**src/rtl/hamming_secded_link_if.sv**
```systemverilog
// Link-side bundle for the Hamming SECDED loopback link: word-in handshake,
// error injection, observed line bit, decoded word and error statistics.
interface hamming_secded_link_if #(
    parameter int DATA_W = 4,
    parameter int CNT_W  = 16
);
    logic              in_valid;
    logic              in_ready;
    logic [DATA_W-1:0] in_data;
    logic              error;
    logic              line_bit;
    logic              line_valid;
    logic              out_valid;
    logic [DATA_W-1:0] out_data;
    logic              out_corrected;
    logic              out_uncorr;
    logic [CNT_W-1:0]  cnt_single;
    logic [CNT_W-1:0]  cnt_double;

    // Driver side: supplies words and the per-bit error pattern.
    modport master (
        output in_valid, in_data, error,
        input  in_ready, line_bit, line_valid, out_valid, out_data,
        input  out_corrected, out_uncorr, cnt_single, cnt_double
    );

    // Link side: the codec/serialiser itself.
    modport slave (
        input  in_valid, in_data, error,
        output in_ready, line_bit, line_valid, out_valid, out_data,
        output out_corrected, out_uncorr, cnt_single, cnt_double
    );
endinterface

```
**src/rtl/hamming_secded_link.sv**
```systemverilog
// Hamming SECDED serial link: encodes a parallel word, shifts the codeword out
// one bit per clock (optionally corrupted by the error input), collects the bits
// again, then corrects single errors / flags double errors and keeps statistics.
module hamming_secded_link #(
    parameter int DATA_W = 4,
    parameter int CNT_W  = 16
) (
    input  logic                 clk_fast,
    input  logic                 rst_n,
    hamming_secded_link_if.slave link
);
    // Smallest r with 2^r >= DATA_W + r + 1.
    function automatic int calc_par_w(input int dw);
        int r;
        r = 32'sd1;
        while ((32'sd1 << r) < (dw + r + 32'sd1)) r = r + 32'sd1;
        return r;
    endfunction

    localparam int PAR_W = calc_par_w(DATA_W);
    localparam int N     = DATA_W + PAR_W;
    localparam int CW_W  = N + 1;
    localparam int IDX_W = $clog2(CW_W);
    localparam logic [IDX_W-1:0] LAST_IDX = IDX_W'(CW_W - 1);

    typedef enum logic [0:0] {
        ST_IDLE  = 1'b0,
        ST_SHIFT = 1'b1
    } state_t;

    typedef struct packed {
        logic [DATA_W-1:0] data;
        logic              corrected;
        logic              uncorr;
    } dec_t;

    // Parity positions are the powers of two in 1..N.
    function automatic logic is_pow2(input int v);
        return ((v & (v - 32'sd1)) == 32'sd0);
    endfunction

    // Codeword vector index i holds code position i+1; index N holds overall parity.
    function automatic logic [CW_W-1:0] encode(input logic [DATA_W-1:0] data);
        logic [CW_W-1:0] cw;
        logic            p;
        int              d;
        cw = '0;
        d  = 0;
        for (int pos = 1; pos <= N; pos++) begin
            if (!is_pow2(pos)) begin
                cw[pos-1] = data[d];
                d = d + 1;
            end
        end
        for (int k = 0; k < PAR_W; k++) begin
            p = 1'b0;
            for (int pos = 1; pos <= N; pos++) begin
                if (((pos >> k) & 32'sd1) != 32'sd0) p = p ^ cw[pos-1];
            end
            cw[(32'sd1 << k) - 1] = p;
        end
        cw[N] = ^cw[N-1:0];
        return cw;
    endfunction

    // Syndrome + overall parity classification, then data extraction.
    function automatic dec_t decode(input logic [CW_W-1:0] cw);
        dec_t             res;
        logic [PAR_W-1:0] syn;
        logic             ovr;
        logic [N-1:0]     pos_v;
        int               d;
        res   = '0;
        syn   = '0;
        for (int pos = 1; pos <= N; pos++) begin
            if (cw[pos-1]) syn = syn ^ PAR_W'(pos);
        end
        ovr   = ^cw;
        pos_v = cw[N-1:0];
        if (!ovr && (syn == '0)) begin
            res.corrected = 1'b0;
        end else if (ovr && (syn == '0)) begin
            // Only the overall parity bit was hit; data is intact.
            res.corrected = 1'b1;
        end else if (ovr && (int'(syn) <= N)) begin
            pos_v[int'(syn) - 1] = ~pos_v[int'(syn) - 1];
            res.corrected = 1'b1;
        end else begin
            // Even number of flips, or syndrome pointing past the codeword.
            res.uncorr = 1'b1;
        end
        d = 0;
        for (int pos = 1; pos <= N; pos++) begin
            if (!is_pow2(pos)) begin
                res.data[d] = pos_v[pos-1];
                d = d + 1;
            end
        end
        return res;
    endfunction

    state_t            state_q, state_d;
    logic [CW_W-1:0]   tx_cw_q, tx_cw_d;
    logic [IDX_W-1:0]  tx_idx_q, tx_idx_d;
    logic [CW_W-1:0]   rx_q, rx_d;
    logic [IDX_W-1:0]  rx_idx_q, rx_idx_d;
    logic              in_ready_s;
    logic              accept_s;
    logic              line_valid_s;
    logic              line_bit_s;
    logic              word_done_s;
    dec_t              dec_s;
    logic              out_valid_q;
    logic [DATA_W-1:0] out_data_q;
    logic              out_corr_q;
    logic              out_uncorr_q;
    logic [CNT_W-1:0]  cnt_single_q;
    logic [CNT_W-1:0]  cnt_double_q;

    // Encoder FSM next state: ready in IDLE and on the last bit so words chain without a gap.
    always_comb begin
        state_d    = state_q;
        tx_cw_d    = tx_cw_q;
        tx_idx_d   = tx_idx_q;
        in_ready_s = 1'b0;
        accept_s   = 1'b0;
        case (state_q)
            ST_IDLE: begin
                in_ready_s = 1'b1;
                accept_s   = link.in_valid;
                if (accept_s) begin
                    state_d  = ST_SHIFT;
                    tx_cw_d  = encode(link.in_data);
                    tx_idx_d = '0;
                end else begin
                    state_d  = ST_IDLE;
                end
            end
            ST_SHIFT: begin
                if (tx_idx_q == LAST_IDX) begin
                    in_ready_s = 1'b1;
                    accept_s   = link.in_valid;
                    tx_idx_d   = '0;
                    if (accept_s) begin
                        tx_cw_d = encode(link.in_data);
                    end else begin
                        state_d = ST_IDLE;
                    end
                end else begin
                    tx_idx_d = tx_idx_q + IDX_W'(1'b1);
                end
            end
            default: begin
                state_d  = ST_IDLE;
                tx_idx_d = '0;
            end
        endcase
    end

    // Line: the error input only matters while a codeword bit is on the wire.
    always_comb begin
        line_valid_s = (state_q == ST_SHIFT);
        if (line_valid_s) begin
            line_bit_s = tx_cw_q[tx_idx_q] ^ link.error;
        end else begin
            line_bit_s = 1'b0;
        end
    end

    // Receiver: collect line bits; the last one completes the word and is decoded directly.
    always_comb begin
        rx_d        = rx_q;
        rx_idx_d    = rx_idx_q;
        word_done_s = 1'b0;
        if (line_valid_s) begin
            rx_d[rx_idx_q] = line_bit_s;
            if (rx_idx_q == LAST_IDX) begin
                word_done_s = 1'b1;
                rx_idx_d    = '0;
            end else begin
                rx_idx_d    = rx_idx_q + IDX_W'(1'b1);
            end
        end else begin
            rx_idx_d = rx_idx_q;
        end
        dec_s = decode(rx_d);
    end

    // State, shift registers, registered decoder outputs and saturating statistics.
    always_ff @(posedge clk_fast or negedge rst_n) begin
        if (!rst_n) begin
            state_q      <= ST_IDLE;
            tx_cw_q      <= '0;
            tx_idx_q     <= '0;
            rx_q         <= '0;
            rx_idx_q     <= '0;
            out_valid_q  <= 1'b0;
            out_data_q   <= '0;
            out_corr_q   <= 1'b0;
            out_uncorr_q <= 1'b0;
            cnt_single_q <= '0;
            cnt_double_q <= '0;
        end else begin
            state_q     <= state_d;
            tx_cw_q     <= tx_cw_d;
            tx_idx_q    <= tx_idx_d;
            rx_q        <= rx_d;
            rx_idx_q    <= rx_idx_d;
            out_valid_q <= word_done_s;
            if (word_done_s) begin
                out_data_q   <= dec_s.data;
                out_corr_q   <= dec_s.corrected;
                out_uncorr_q <= dec_s.uncorr;
            end else begin
                out_corr_q   <= 1'b0;
                out_uncorr_q <= 1'b0;
            end
            if (word_done_s && dec_s.corrected && (cnt_single_q != {CNT_W{1'b1}})) begin
                cnt_single_q <= cnt_single_q + CNT_W'(1'b1);
            end
            if (word_done_s && dec_s.uncorr && (cnt_double_q != {CNT_W{1'b1}})) begin
                cnt_double_q <= cnt_double_q + CNT_W'(1'b1);
            end
        end
    end

    assign link.in_ready      = in_ready_s;
    assign link.line_valid    = line_valid_s;
    assign link.line_bit      = line_bit_s;
    assign link.out_valid     = out_valid_q;
    assign link.out_data      = out_data_q;
    assign link.out_corrected = out_corr_q;
    assign link.out_uncorr    = out_uncorr_q;
    assign link.cnt_single    = cnt_single_q;
    assign link.cnt_double    = cnt_double_q;

endmodule
```
**src/flat_wrapper.sv**
```systemverilog
// flat-port wrapper written by rule: the top's interface ports become plain ports
module hamming_secded_link_flat 
#(
    parameter int DATA_W = 4,
    parameter int CNT_W  = 16
)
  (clk_fast, rst_n, link_in_valid, link_in_data, link_error, link_in_ready, link_line_bit, link_line_valid, link_out_valid, link_out_data, link_out_corrected, link_out_uncorr, link_cnt_single, link_cnt_double);
  hamming_secded_link_if #(.DATA_W(DATA_W), .CNT_W(CNT_W)) link_i ();
  input  logic clk_fast;
  input  logic rst_n;
  input wire logic [$bits(link_i.in_valid)-1:0] link_in_valid;
  input wire logic [$bits(link_i.in_data)-1:0] link_in_data;
  input wire logic [$bits(link_i.error)-1:0] link_error;
  output wire logic [$bits(link_i.in_ready)-1:0] link_in_ready;
  output wire logic [$bits(link_i.line_bit)-1:0] link_line_bit;
  output wire logic [$bits(link_i.line_valid)-1:0] link_line_valid;
  output wire logic [$bits(link_i.out_valid)-1:0] link_out_valid;
  output wire logic [$bits(link_i.out_data)-1:0] link_out_data;
  output wire logic [$bits(link_i.out_corrected)-1:0] link_out_corrected;
  output wire logic [$bits(link_i.out_uncorr)-1:0] link_out_uncorr;
  output wire logic [$bits(link_i.cnt_single)-1:0] link_cnt_single;
  output wire logic [$bits(link_i.cnt_double)-1:0] link_cnt_double;
  assign link_i.in_valid = link_in_valid;
  assign link_i.in_data = link_in_data;
  assign link_i.error = link_error;
  assign link_in_ready = link_i.in_ready;
  assign link_line_bit = link_i.line_bit;
  assign link_line_valid = link_i.line_valid;
  assign link_out_valid = link_i.out_valid;
  assign link_out_data = link_i.out_data;
  assign link_out_corrected = link_i.out_corrected;
  assign link_out_uncorr = link_i.out_uncorr;
  assign link_cnt_single = link_i.cnt_single;
  assign link_cnt_double = link_i.cnt_double;
  hamming_secded_link #(.DATA_W(DATA_W), .CNT_W(CNT_W)) u_core (.clk_fast(clk_fast), .rst_n(rst_n), .link(link_i));
endmodule
```
**config.mk**
```make
export PLATFORM = sky130hd
export DESIGN_NAME = hamming_secded_link_flat
export DESIGN_NICKNAME = d
export VERILOG_FILES = /design/src/rtl/hamming_secded_link_if.sv /design/src/rtl/hamming_secded_link.sv /design/src/flat_wrapper.sv
export SDC_FILE = /design/constraint.sdc
export NUM_CORES = 1
export LEC_CHECK = 0
export CAP_MARGIN = 20
export CORE_MARGIN = 2
export CORE_UTILIZATION = 50
export CTS_CLUSTER_SIZE = 30
export DETAILED_ROUTE_END_ITERATION = 10
export HOLD_SLACK_MARGIN = 0.03
export MAX_ROUTING_LAYER = met4
export PLACE_DENSITY_LB_ADDON = 0.05
export SYNTH_ARGS = -nofsm -noshare
export SYNTH_HDL_FRONTEND = slang
export SYNTH_SLANG_ARGS = --single-unit
```
**constraint.sdc**
```tcl
create_clock -name clk_fast -period 5.6 [get_ports clk_fast]
set_input_delay 1.12 -clock clk_fast [delete_from_list [all_inputs] [get_ports clk_fast]]
set_output_delay 1.12 -clock clk_fast [all_outputs]
set_load 0.02 [all_outputs]
```
==> qor.yml, run 1 <==
run_status:
  status: "complete, no violations"
floorplanning:
  dieArea_sq_um: 7760
  rows: 30
  design.core.area_sq_um: 6830
  ios: 50
  die_h_um: 88.1
  chipWidth_um: 88.1
  initial_core_util: 0.517
run:
  drv_cap: 0
route:
  viasPerCell: 5.40
  drtAntennaViolNets: 0
  drc: 0
  drt-total-wl_mm: 7.30
  firstDrtPassIters: 4
  drt_iter0_markers: 251
  vias: 2706
  routedWlPerCell_um: 14.6
logic_synthesis:
  synth_top_area_share: 0.439
  ys_ff_latch: 62
  yosys_warnings: 0
  synth_area_leaders: "dfrtp_1, xnor2_1, xor2_1"
  yosys.area_share.simple: 0.221
  synth_top_family_by_area: "simple AND/OR/NAND/NOR gates"
  synth_top_cell_by_area: "dfrtp_1"
  synth_xor_area_frac: 0.154
  syn_avg_cell_area_sq_um: 10.1
  synthAdderAreaFrac: 0.0248
  synth-edff-count: 0
  async_flop_share: 1.00
  synthCells: 350
  synth_compound_area_frac: 0.0874
  ys_seq_area_frac: 0.439
  synth.distinct_cells: 54
  netlist_area_sq_um: 3530
  synth_ff_type: "dfrtp_1"
  muxShareOfSynthArea: 0.0471
  syn-num-nets: 365
grt:
  grt_pass1_vias: 2568
  grt-ovfl-total: 0
  grt_antenna_before_repair: 0
  grt_max_degree: 63
  grt_use_total: 0.217
  grt_pass1_wl_mm: 12.6
setup_path:
  path_class: "in -> reg"
  crit_fanout: 16
  critical_path_required_ns: 5.84
  cp-end-kind: "flip-flop"
  worst_r2r_endpoint: "u_core.link.cnt_double[1]"
  reg2reg_depth: 12
  startpoint_type: "primary input"
  worstPathArrival_ns: 4.73
  rr_startpoint: "u_core.tx_idx_q[1]"
  r2r_slack_ns: 1.35
  crit_start: "link_error"
hold_path:
  worstHoldStart: "u_core.link.out_data[0]"
  hold_depth: 2
  min_to: "u_core.link.out_data[0]"
  hold_class: "reg -> reg"
timing:
  hold_viol_final: 0
  rsz0062_at_grt: "no"
  tightest_slew_ns: 1.02
  skew_ns: 0.0115
  max_freq_ghz: 0.223
  holdWs_ns: 0.477
  relSlewSlack: 0.319
  setup_viol: 0
  final.period_utilization: 0.802
  setup_ws_ns: 1.11
  setup_tns_ns: 0
  period_needed_ns: 4.49
  slew_viol_final: 0
clock_tree:
  cts_buffers: 9
  ctsHtreeMaxLevel: 3
  root_buffer: "clkbuf_8"
  cts_sinks: 62
  cts_resized: 0
  clkTransAtPathRegs_ns: 0.08
  clockBufferDepth: 2
  clk_latency_ns: 0.35
  cts_hold_buf: 0
  cts_tree: "built"
  postCtsSetupRepairBufs: 0
place:
  dp_hpwl_mm: 5.13
  post-place-ws_ns: 0.760
  portBuffers: 49
  gp_congestion: 0.879
finish:
  post-route-util: 0.633
  area_delta_synth_final_pct: 22.3
  layout_common_cells: "dfrtp_1, clkdlybuf4s50_1, nand2_1"
  drive_gt1_frac: 0.109
  final_common_cell: "dfrtp_1"
  fillers: 601
  finalNetCount: 415
  n_antenna_cell: 0
## stage by stage
step,instances,cell area [sq um]
floorplan,350,3530
global placement,485,4100
detailed placement,485,4100
CTS,501,4320
global route,501,4320
finish,501,4320
## synthesized netlist by cell type (3+ instances only)
library cell / number
nor4_1: 8
nor2_1: 19
ha_1: 7
inv_1: 5
nand2b_1: 6
nor4_2: 5
and2_1: 5
mux2_2: 6
o21ai_0: 14
o211ai_1: 4
nor2b_1: 4
xor2_1: 20
nand2_1: 43
a21oi_1: 5
nor3_1: 9
mux2_1: 3
clkbuf_1: 8
and3_1: 12
mux2i_1: 5
nand4_1: 11
xnor2_1: 32
nand3_1: 20
dfrtp_1: 62
## state kept, by name (all words and copies together) (netlist names)
signal                     count
u_core.link.out_data           4
u_core.tx_cw_q                 8
u_core.link.out_corrected      1
u_core.link.cnt_double        16
u_core.link.out_valid          1
u_core.link.line_valid         1
u_core.tx_idx_q                3
u_core.rx_q                    8
u_core.link.cnt_single        16
u_core.link.out_uncorr         1
u_core.rx_idx_q                3
## cell families (layout without fill, tap and decap cells)
| logic type | after synthesis | count (layout) |
|---|---|---|
| buffers and inverters | 20 | 75 |
| AND/OR/NAND/NOR | 148 | 148 |
| adder cells (fa/ha/maj) | 7 | 7 |
| flip-flops | 62 | 62 |
| AO/OA/AOI/OAI | 42 | 42 |
| multiplexers | 15 | 15 |
| XOR/XNOR | 56 | 56 |
## worst max-delay path, cell delays in order
cell and delay (ns):
clkdlybuf4s50_1 0.71, xnor3_1 0.52, a31oi_4 0.28, xor2_1 0.17, ha_1 0.27, inv_1 0.13, nor4_1 0.07, nor2_1 0.80
and3_1 0.33, mux2_1 0.32
## routing by layer
metal	track usage	share of wire	routed length, um
met4	0.0758	0.018	128
met3	0.0349	0.054	393
met5	-	0	0
met2	0.314	0.44	3190
met1	0.309	0.49	3580
## how the worst max path moves through the flow
stage	to	depth (start not counted)
finish	u_core.link.cnt_double[1]	10
global route	u_core.link.cnt_double[1]	10
CTS	u_core.link.cnt_double[1]	10
detailed placement	u_core.link.cnt_double[1]	10
global placement	u_core.link.cnt_double[1]	10
floorplan	u_core.link.cnt_double[5]	13
## final cells by class
cell class,count,area [sq um],share of cell area
multi-input combinational,268,1890,0.438
sequential,62,1550,0.359
timing repair buffer,53,515,0.119
clock buffer,9,124,0.0287
tap,96,120,0.0278
clock inverter,7,97.6,0.0226
inverter,6,22.5,0.00521
Power of run 1 is left out: the tool's default activity adds up to more than one toggle a clock period on the data nets, which glitch-free logic cannot reach.
==> run 2, diff against run 1 <==
clock period = 4.7 ns   (was 5.6 ns; I/O delays follow)
==> run 2 against run 1 <==
Worst hold slack got worse by 0.0020 ns. Cell area down 1.2%. Critical path depth is 2 higher. Largest cell class unchanged.
==> qor.yml, run 2 (same netlist as run 1, synthesis figures left out) <==
run_status:
  status: "complete, no violations"
finish:
  fillers: 605
  drive_gt1_frac: 0.108
  n_antenna_cell: 0
  layout_common_cells: "dfrtp_1, clkdlybuf4s50_1, nand2_1"
  area_delta_synth_final_pct: 20.8
  final_common_cell: "dfrtp_1"
  finalNetCount: 417
floorplanning:
  dieArea_sq_um: 7760
  die_h_um: 88.1
  chipWidth_um: 88.1
  design.core.area_sq_um: 6830
  rows: 30
  ios: 50
  initial_core_util: 0.517
grt:
  grt_pass1_wl_mm: 12.3
  grt_max_degree: 34
  grt_pass1_vias: 2512
  grt_antenna_before_repair: 0
  grt_use_total: 0.213
  grt-ovfl-total: 0
setup_path:
  slowest_stage: "nor2_1"
  critical_path_buf_inv_count: 1
  cpPeakStageDelay_ns: 0.76
  worstPathArrival_ns: 4.41
  path_delay_family: "simple AND/OR/NAND/NOR gates"
  cp-end-kind: "flip-flop"
  startpoint_type: "flip-flop"
  critical_path_required_ns: 4.92
  r2r_slack_ns: 0.50
  path_class: "reg -> reg"
  crit_fanout: 16
  path_cells: "mux2_4 -> a2bb2oi_2 -> and2_1 -> xnor3_1 -> a31oi_4 -> xor2_1 -> ha_1 -> inv_1 -> nor4_1 -> nor2_1 -> and3_1 -> mux2_1"
place:
  dp_hpwl_mm: 5.30
  portBuffers: 49
  gp_congestion: 0.830
timing:
  setup_tns_ns: 0
  period_needed_ns: 4.20
  tightest_slew_ns: 0.966
  max_freq_ghz: 0.238
  slew_viol_final: 0
  setup_viol: 0
  rsz0062_at_grt: "no"
  relSlewSlack: 0.354
  skew_ns: 0.00935
  hold_viol_final: 0
  final.period_utilization: 0.893
run:
  drv_cap: 0
clock_tree:
  root_buffer: "clkbuf_8"
  cts_tree: "built"
  clk_latency_ns: 0.34
  cts_buffers: 9
  ctsHtreeMaxLevel: 3
  cts_sinks: 62
  clockBufferDepth: 2
  postCtsSetupRepairBufs: 0
  cts_hold_buf: 0
  cts_resized: 0
  clkTransAtPathRegs_ns: 0.07
route:
  firstDrtPassIters: 4
  drt_iter0_markers: 103
  drc: 0
  drtAntennaViolNets: 0
  drt-total-wl_mm: 7.28
  routedWlPerCell_um: 14.5
  viasPerCell: 5.43
  vias: 2727
hold_path:
  hold_class: "reg -> reg"
==> run 2: worst min-delay path: stages, from the launching register on <==
cell	delay (ns)
dfrtp_1	0.34
nand2_1	0.04
o21ai_0	0.06
==> run 2: area by class of cell <==
cell class / instances / area [sq um] / area share
inverters: 6 / 22.5 / 0.00527
clock inverters: 5 / 27.5 / 0.00644
repair buffers: 55 / 531 / 0.124
flip-flops and latches: 62 / 1550 / 0.363
clock buffers: 10 / 128 / 0.0299
multi-input cells: 268 / 1890 / 0.443
well taps: 96 / 120 / 0.0281
==> run 2: through the flow <==
step / util / cell area (sq um) / instances / worst slack (ns) / hold slack [ns]
6_report: 0.625 / 4270 / 502 / 0.504 / 0.474
5_1_grt: 0.625 / 4270 / 502 / 0.219 / 0.502
4_1_cts: 0.625 / 4270 / 502 / 0.515 / 0.485
3_3_place_gp: 0.603 / 4120 / 487 / 0.350 / 0.463
3_5_place_dp: 0.603 / 4120 / 487 / 0.277 / 0.469
2_1_floorplan: - / 3530 / 350 / 1.09 / 0.449
==> run 2: layer usage <==
| metal | vias to the layer above | track usage | wire, um | share of wire |
|---|---|---|---|---|
| met2 | 57 | 0.303 | 3270 | 0.45 |
| met4 | 0 | 0.0702 | 83 | 0.011 |
| met5 | - | - | 0 | 0 |
| li1 | 1339 | - | - | - |
| met1 | 1321 | 0.301 | 3660 | 0.50 |
| met3 | 10 | 0.0481 | 259 | 0.036 |
==> run 2: final timing paths <==
check	start	end	depth (start not counted)
worst min register to register	u_core.link.out_data[0]	u_core.link.out_data[0]	2
worst max register to register	u_core.tx_idx_q[1]	u_core.link.cnt_double[1]	12
max in group asynchronous	rst_n	u_core.link.cnt_double[3]	2
worst min-delay path	u_core.link.out_data[0]	u_core.link.out_data[0]	2
min in group asynchronous	rst_n	u_core.rx_q[7]	1
worst max-delay path	u_core.tx_idx_q[1]	u_core.link.cnt_double[1]	12
Power of run 2 is left out for the same reason.
==> run 3, diff against run 2 <==
clock period = 4.05 ns   (was 4.7 ns; I/O delays follow)
==> run 3 against run 2 <==
Global-route usage grew 0.32 points. Register-to-register slack worse by 0.04 ns. First-iteration DRC count fell by 7.8%. Core utilization is 0.93 points higher. Critical endpoint unchanged. Largest cell class unchanged. Clock skew decreased by 0.0012 ns.
==> qor.yml, run 3 (same netlist as run 1, synthesis figures left out) <==
run_status:
  status: "complete, no violations"
clock_tree:
  clk_latency_ns: 0.33
  cts_hold_buf: 0
  clockBufferDepth: 2
  cts_buffers: 9
  postCtsSetupRepairBufs: 0
  ctsHtreeMaxLevel: 3
  clkTransAtPathRegs_ns: 0.07
  cts_resized: 0
  cts_tree: "built"
  root_buffer: "clkbuf_8"
  cts_sinks: 62
setup_path:
  path_class: "reg -> reg"
  path_delay_family: "simple AND/OR/NAND/NOR gates"
  worst_r2r_endpoint: "u_core.link.cnt_double[1]"
  slowest_stage: "dfrtp_1"
  path_cells: "mux2_4 -> a2bb2oi_2 -> and2_1 -> xnor3_1 -> a31oi_4 -> xor2_1 -> ha_1 -> inv_1 -> nor4_1 -> nor2_1 -> and3_1 -> mux2_1"
  startpoint_type: "flip-flop"
  cp-end-kind: "flip-flop"
  r2r_slack_ns: 0.46
  critical_path_buf_inv_count: 1
  cpPeakStageDelay_ns: 0.51
  crit_fanout: 6
  critical_path_required_ns: 4.26
  reg2reg_depth: 12
  rr_startpoint: "u_core.tx_idx_q[1]"
  worstPathArrival_ns: 3.79
hold_path:
  min_to: "u_core.link.out_data[2]"
  hold_class: "reg -> reg"
  hold_depth: 2
  worstHoldStart: "u_core.link.out_data[2]"
finish:
  area_delta_synth_final_pct: 22.7
  drive_gt1_frac: 0.113
  fillers: 586
  layout_common_cells: "dfrtp_1, clkdlybuf4s50_1, nand2_1"
  final_common_cell: "dfrtp_1"
  n_antenna_cell: 0
  finalNetCount: 418
place:
  gp_congestion: 0.819
  dp_hpwl_mm: 5.35
  portBuffers: 49
grt:
  gr-usage-met1: 0.281
  grt_antenna_before_repair: 0
  grt_max_degree: 33
  met2_usage: 0.329
  grt_pass1_vias: 2656
  grt.met3_usage: 0.0471
  grt_busiest_layer: "met2"
  grt_pass1_wl_mm: 12.5
  grt-ovfl-total: 0
  grt_use_total: 0.216
timing:
  final.period_utilization: 0.886
  skew_ns: 0.00815
  slew_viol_final: 0
  max_freq_ghz: 0.279
  setup_tns_ns: 0
  relSlewSlack: 0.515
  hold_viol_final: 0
  period_needed_ns: 3.59
  rsz0062_at_grt: "no"
  tightest_slew_ns: 0.728
  setup_viol: 0
route:
  viasPerCell: 5.43
  drtAntennaViolNets: 0
  drc: 0
  routedWlPerCell_um: 14.7
  drt-total-wl_mm: 7.40
  vias: 2732
  firstDrtPassIters: 5
  drt_iter0_markers: 95
floorplanning:
  die_h_um: 88.1
  chipWidth_um: 88.1
  rows: 30
  ios: 50
  design.core.area_sq_um: 6830
  initial_core_util: 0.517
  dieArea_sq_um: 7760
run:
  drv_cap: 0
-- run 3: changes by cell type in the layout (fill, tap and decap cells not counted), sizes merged --
cell	delta
buf	+1
bufinv	+1
clkbuf	+2
clkinv	-3
-- run 3: tightest hold or removal path, stage by stage, from the launching register on --
cell and delay [ns]:
dfrtp_1 0.34, nand2_1 0.05, o21ai_0 0.06
-- run 3: per-stage QoR --
step | hold WS (ns) | area [sq um] | instances | worst slack (ns) | utilization
after detailed placement | 0.470 | 4130 | 488 | 0.446 | 0.604
final | 0.477 | 4340 | 503 | 0.462 | 0.635
after global placement | 0.465 | 4120 | 487 | 0.452 | 0.603
after floorplan | 0.449 | 3530 | 350 | 0.566 | -
after CTS | 0.486 | 4340 | 503 | 0.429 | 0.635
after global routing | 0.512 | 4340 | 503 | 0.284 | 0.635
-- run 3: worst max-delay path by stage --
stage                                  start                   endpoint  slack, ns  cells after the start
after global routing      u_core.tx_idx_q[1]  u_core.link.cnt_double[1]       0.28                     12
after global placement            link_error  u_core.link.cnt_double[1]       0.45                     10
final                     u_core.tx_idx_q[1]  u_core.link.cnt_double[1]       0.46                     12
after CTS                 u_core.tx_idx_q[1]  u_core.link.cnt_double[1]       0.43                     12
after detailed placement          link_error  u_core.link.cnt_double[1]       0.45                     10
after floorplan                   link_error  u_core.link.cnt_double[5]       0.57                     13
-- run 3: routing by layer --
| layer | vias to the layer above | part of all wire |
|---|---|---|
| li1 | 1345 | - |
| met1 | 1316 | 0.48 |
| met2 | 63 | 0.48 |
| met3 | 8 | 0.035 |
| met4 | 0 | 0.011 |
| met5 | - | 0 |
-- run 3: area by class of cell --
cell class	count	area, sq um	share of cell area
Clock buffer	12	165	0.0381
Clock inverter	3	42.5	0.00981
Inverter	6	22.5	0.00519
Multi-Input combinational cell	268	1890	0.436
Sequential cell	62	1550	0.358
Tap cell	96	120	0.0277
Timing Repair Buffer	56	542	0.125
Power of run 3 is left out for the same reason.
